==> src/rtl/dtree_pkg.sv <==
// Shared types and node-word layout helpers for the sequential decision-tree classifier.
// Node word, MSB to LSB: leaf | fidx | shift | thr | left | right.
package dtree_pkg;

   typedef enum logic [1:0] {StIdle, StWalk, StDone} state_e;

   function automatic int unsigned node_w(int unsigned n_feat, int unsigned feat_w,
                                          int unsigned n_nodes);
      return 1 + $clog2(n_feat) + $clog2(feat_w) + feat_w + 2 * $clog2(n_nodes);
   endfunction

   function automatic int unsigned off_right();
      return 0;
   endfunction

   function automatic int unsigned off_left(int unsigned n_nodes);
      return $clog2(n_nodes);
   endfunction

   function automatic int unsigned off_thr(int unsigned n_nodes);
      return 2 * $clog2(n_nodes);
   endfunction

   function automatic int unsigned off_shift(int unsigned feat_w, int unsigned n_nodes);
      return off_thr(n_nodes) + feat_w;
   endfunction

   function automatic int unsigned off_fidx(int unsigned feat_w, int unsigned n_nodes);
      return off_shift(feat_w, n_nodes) + $clog2(feat_w);
   endfunction

   function automatic int unsigned off_leaf(int unsigned n_feat, int unsigned feat_w,
                                            int unsigned n_nodes);
      return off_fidx(feat_w, n_nodes) + $clog2(n_feat);
   endfunction

endpackage

==> src/rtl/dtree_node_eval.sv <==
// Combinational evaluation of one tree node against the latched feature vector.
module dtree_node_eval
   import dtree_pkg::*;
#(
   parameter int unsigned N_FEAT  = 6,
   parameter int unsigned FEAT_W  = 8,
   parameter int unsigned N_NODES = 32,
   parameter int unsigned CLASS_W = 2
) (
   input  logic [node_w(N_FEAT, FEAT_W, N_NODES)-1:0] node,
   input  logic [N_FEAT*FEAT_W-1:0]                   feat,
   output logic                                       is_leaf,
   output logic [$clog2(N_NODES)-1:0]                 next_node,
   output logic [CLASS_W-1:0]                         cls,
   output logic                                       bad_idx
);

   localparam int unsigned NODE_AW = $clog2(N_NODES);
   localparam int unsigned FIDX_W  = $clog2(N_FEAT);
   localparam int unsigned SH_W    = $clog2(FEAT_W);

   logic [FIDX_W-1:0]  fidx;
   logic [SH_W-1:0]    shift;
   logic [FEAT_W-1:0]  thr;
   logic [NODE_AW-1:0] left;
   logic [NODE_AW-1:0] right;
   logic [FEAT_W-1:0]  sel;

   assign is_leaf = node[off_leaf(N_FEAT, FEAT_W, N_NODES)];
   assign fidx    = node[off_fidx(FEAT_W, N_NODES) +: FIDX_W];
   assign shift   = node[off_shift(FEAT_W, N_NODES) +: SH_W];
   assign thr     = node[off_thr(N_NODES) +: FEAT_W];
   assign left    = node[off_left(N_NODES) +: NODE_AW];
   assign right   = node[off_right() +: NODE_AW];
   assign cls     = thr[CLASS_W-1:0];

   always_comb begin
      sel = '0;
      for (int i = 0; i < int'(N_FEAT); i++) begin
         if (fidx == FIDX_W'(i)) sel = feat[i*FEAT_W +: FEAT_W];
      end
   end

   assign bad_idx   = !is_leaf && (32'(fidx) >= 32'(N_FEAT));
   assign next_node = ((sel >> shift) <= thr) ? left : right;

endmodule

==> src/rtl/seq_dtree_classifier.sv <==
// Table-driven decision-tree classifier: one node evaluated per clock from a runtime-loaded
// node table, with valid/ready handshakes on the feature input and the result output.
module seq_dtree_classifier
   import dtree_pkg::*;
#(
   parameter int unsigned N_FEAT    = 6,
   parameter int unsigned FEAT_W    = 8,
   parameter int unsigned N_NODES   = 32,
   parameter int unsigned CLASS_W   = 2,
   parameter int unsigned MAX_DEPTH = 15
) (
   input  logic                                       clk,
   input  logic                                       rst_n,
   input  logic                                       in_valid,
   output logic                                       in_ready,
   input  logic [N_FEAT*FEAT_W-1:0]                   in_feat,
   output logic                                       out_valid,
   input  logic                                       out_ready,
   output logic [CLASS_W-1:0]                         out_class,
   output logic [$clog2(MAX_DEPTH+1)-1:0]             out_depth,
   output logic                                       out_err,
   input  logic                                       cfg_we,
   input  logic [$clog2(N_NODES)-1:0]                 cfg_addr,
   input  logic [node_w(N_FEAT, FEAT_W, N_NODES)-1:0] cfg_data
);

   localparam int unsigned NODE_AW = $clog2(N_NODES);
   localparam int unsigned DEP_W   = $clog2(MAX_DEPTH+1);
   localparam int unsigned NODE_W  = node_w(N_FEAT, FEAT_W, N_NODES);

   // Node table is deliberately outside the reset domain so it survives rst_n.
   logic [NODE_W-1:0] table_q [N_NODES];

   state_e                  state_q;
   logic [N_FEAT*FEAT_W-1:0] feat_q;
   logic [NODE_AW-1:0]      node_q;
   logic [DEP_W-1:0]        depth_q;
   logic [DEP_W-1:0]        depth_d;
   logic [NODE_W-1:0]       cur_node;
   logic                    is_leaf;
   logic                    bad_idx;
   logic [NODE_AW-1:0]      next_node;
   logic [CLASS_W-1:0]      leaf_cls;

   assign cur_node = table_q[node_q];
   assign depth_d  = depth_q + DEP_W'(1);
   assign in_ready = (state_q == StIdle);

   dtree_node_eval #(
      .N_FEAT  (N_FEAT),
      .FEAT_W  (FEAT_W),
      .N_NODES (N_NODES),
      .CLASS_W (CLASS_W)
   ) u_eval (
      .node      (cur_node),
      .feat      (feat_q),
      .is_leaf   (is_leaf),
      .next_node (next_node),
      .cls       (leaf_cls),
      .bad_idx   (bad_idx)
   );

   always_ff @(posedge clk) begin
      if (cfg_we && state_q == StIdle) table_q[cfg_addr] <= cfg_data;
   end

   always_ff @(posedge clk) begin
      if (!rst_n) begin
         state_q   <= StIdle;
         feat_q    <= '0;
         node_q    <= '0;
         depth_q   <= '0;
         out_valid <= 1'b0;
         out_class <= '0;
         out_depth <= '0;
         out_err   <= 1'b0;
      end else begin
         unique case (state_q)
            StIdle: begin
               if (in_valid) begin
                  feat_q  <= in_feat;
                  node_q  <= '0;
                  depth_q <= '0;
                  state_q <= StWalk;
               end
            end
            StWalk: begin
               // Leaf wins over the step limit, so a leaf at exactly MAX_DEPTH is a clean result.
               if (is_leaf || bad_idx || depth_d == DEP_W'(MAX_DEPTH)) begin
                  out_class <= is_leaf ? leaf_cls : '0;
                  out_err   <= !is_leaf;
                  out_depth <= depth_d;
                  out_valid <= 1'b1;
                  state_q   <= StDone;
               end else begin
                  node_q  <= next_node;
                  depth_q <= depth_d;
               end
            end
            StDone: begin
               if (out_ready) begin
                  out_valid <= 1'b0;
                  state_q   <= StIdle;
               end
            end
            default: state_q <= StIdle;
         endcase
      end
   end

endmodule

==> config.mk <==
export PLATFORM = sky130hd
export DESIGN_NAME = seq_dtree_classifier
export DESIGN_NICKNAME = d
export VERILOG_FILES = /design/src/rtl/dtree_pkg.sv /design/src/rtl/dtree_node_eval.sv /design/src/rtl/seq_dtree_classifier.sv
export SDC_FILE = /design/constraint.sdc
export NUM_CORES = 1
export LEC_CHECK = 0
export ABC_AREA = 1
export CORE_MARGIN = 1
export CORE_UTILIZATION = 45
export DETAILED_ROUTE_END_ITERATION = 7
export GPL_TIMING_DRIVEN = 0
export MAX_ROUTING_LAYER = met4
export PLACE_DENSITY = 0.72
export SYNTH_ARGS = -nofsm -noshare
export SYNTH_HDL_FRONTEND = slang
export SYNTH_SLANG_ARGS = --single-unit
==> constraint.sdc <==
create_clock -name clk -period 4.5 [get_ports clk]
set_input_delay 0.9 -clock clk [delete_from_list [all_inputs] [get_ports clk]]
set_output_delay 0.9 -clock clk [all_outputs]
set_load 0.01 [all_outputs]
==> metrics.yaml <==
finalClockSkew_ns: 0.0303
placementRows: 101
powerDensity_mw_per_mm2: 550
yosysUniqueCellTypes: 46
cts-root-buf: "clkbuf_16"
ys_async_sr_fraction_pct: 0
numCtsBuffers: 86
slowest_stage: "dfxtp_1"
die_w_um: 281
required_ns: 5.02
grt_start_max_net_pins: 33
insertion_delay_ns: 0.66
fill_cells: 6117
postSynthCellCount: 2850
postSynthAreaPerCell_um2: 12.3
start_kind: "register"
clk_pin_slew_ns: 0.06
outcome: "finished, final reports clean"
cp_max_fo: 10
min_period_over_period_pct: 98.0
ioPinCount: 92
start_util_pct: 45.8
via_per_inst: 6.14
mostFrequentLayoutCell: "edfxtp_1"
crit_path_max_incr_delay_ns: 0.34
wl_mm: 111
setup_violations: 0
fmax_mhz: 227
numPortBuffers: 90
worstPathArrival_ns: 4.93
nets: 3164
clock_sinks: 872
die_h_um: 281
drive_gt1_share_pct: 12.0
path_common_cell: "nand2_1"
grt_overflow: 0
core_mm2: 0.0765
worstMarginPinSlew_ns: 1.27
total_leakage_power_nw: 14.0
first_global_vias: 24096
fin_cells: 4172
synth-seq-cells: 872
drc_errors: 0
cp_top_family: "buffers and inverters"
min_path_type: "reg2reg"
seq_area_frac_synth_pct: 72.7
ant_nets: 0
gp_congestion: 0.888
area_growth_pct: 18.5
path_buf_inv: 10
cap_viol_max_count: 0
synth_edf_count: 800
initialDrtViolationCount: 3940
slew_headroom_pct: 15.1
htree_levels: 3
antenna_found_initial: 1
hpwlAfterDp_mm: 69.1
tritoncts: "done"
synth.cell_area_mm2: 0.0350
hold_viol: 0
dp_cells: 4002
clk_path_buf_depth: 3
final_cell_mix: "edfxtp_1, nor2_1, o21ai_0"
end_kind: "register"
grt.total_usage_pct: 28.6
hold_buffers: 0
ff2ff_setup_slack_ns: 0.09
dp_slack_ns: -1.49
slew_viol_final: 0
wire_per_inst_um: 26.6
setup_ws_ns: 0.0919
firstDrtPassIters: 6
ir_worst_vdd_v: 0.000356
grt_pass1_wl_mm: 159
num_vias: 25616
period_needed_ns: 4.41
yosysWarnings: 0
crit_type: "reg2reg"
syn_nets: 2943
fp.dieArea_mm2: 0.0789
ys.flop_type: "edfxtp_1"
==> synthesized netlist by cell type, types with 7 or more instances <==
library cell | instances | area, um2
nand4_1 | 10 | 62.6
dfxtp_1 | 72 | 1440
buf_2 | 51 | 255
o21ai_0 | 396 | 1980
ha_1 | 10 | 125
nand3_1 | 228 | 1140
o221ai_1 | 64 | 561
inv_1 | 35 | 131
a31oi_1 | 7 | 43.8
buf_6 | 13 | 146
nor2_1 | 498 | 1870
nand2_1 | 321 | 1200
clkbuf_1 | 88 | 330
buf_4 | 24 | 180
o22ai_1 | 100 | 626
edfxtp_1 | 800 | 24000
buf_1 | 14 | 52.6
a21oi_1 | 42 | 210
a32o_1 | 15 | 150
or2_1 | 7 | 43.8
o211ai_1 | 12 | 90.1
==> report_power, final <==
part	internal (W)	switching, W	total, W
Clock	0.00397	0.00311	0.00708
Combinational	0.00213	0.00450	0.00663
Sequential	0.00903	0.0000869	0.00912
==> metal layers <==
metal	share of wire [%]	wire length (um)	vias up	GRT usage, %
li1	-	-	10930	-
met1	35	39300	12319	36.3
met2	47	52200	1958	44.3
met3	13	14000	409	5.32
met4	5.0	5600	0	13.9
met5	0	0	-	-
==> worst min-delay path: cells and delay by family, from the launching register on <==
family                 cells  cell delay, ns
DFF                        1            0.30
buffers and inverters      1            0.06
AOI/OAI and AO/OA          1            0.05
==> registers in the layout, indices dropped and copies added, names as in the netlist, 2 cells and up, named ones only <==
register and cells:
depth_q 4, feat_q 48, node_q 5, out_class 2, out_depth 4, state_q 2
table_q 800
==> final cells by class <==
type / count / area (um2) / share of cell area, %
diodes: 3 / 7.51 / 0.0181
plain buffers: 182 / 1210 / 2.91
clock buffers: 114 / 2300 / 5.55
clock inverters: 42 / 403 / 0.971
inverters: 41 / 160 / 0.386
multi-input cells: 1746 / 8850 / 21.3
flip-flops and latches: 872 / 25500 / 61.4
well taps: 1030 / 1290 / 3.10
repair buffers: 142 / 1820 / 4.39
==> what timing repair did <==
| item | in CTS | in global routing |
|---|---|---|
| pin swaps | 1 | 13 |
| setup endpoints to repair | 10 | 10 |
| gates resized for setup | 84 | 108 |
| buffers inserted | 3 | 17 |
==> logic make-up (layout without fill, tap and decap cells) <==
group,after synthesis,after routing,synth area share [%]
and+or+nand+nor,1079,1079,12.7
DFF,872,872,72.7
AOI/OAI and AO/OA,655,655,10.9
buffers and inverters,232,521,3.22
adders and majority gates,10,10,0.357
xor gates and xnor gates,2,2,0.0500
other,0,3,0
==> path summary, 6_finish.rpt <==
| check | to | depth (start not counted) | start |
|---|---|---|---|
| max | register | 28 | register |
| min reg2reg | feat_q[27] | 2 | feat_q[27] |
| max reg2reg | register | 28 | register |
| min | feat_q[27] | 2 | feat_q[27] |
==> metrics by stage <==
stage	total power [W]	area [um2]	utilization (%)	TNS (ns)	hold WS, ns
finish	0.0228	41500	54.3	0	0.457
global route	0.0235	41500	54.3	-0.184	0.487
CTS	0.0222	41100	53.8	0	0.458
detailed placement	0.0150	38200	49.9	-13.99	0.450
global placement	0.0149	37200	48.7	-878.70	0.443
floorplan	0.0128	35000	-	0	0.430
No activity file was read; power rests on OpenSTA's default activity.
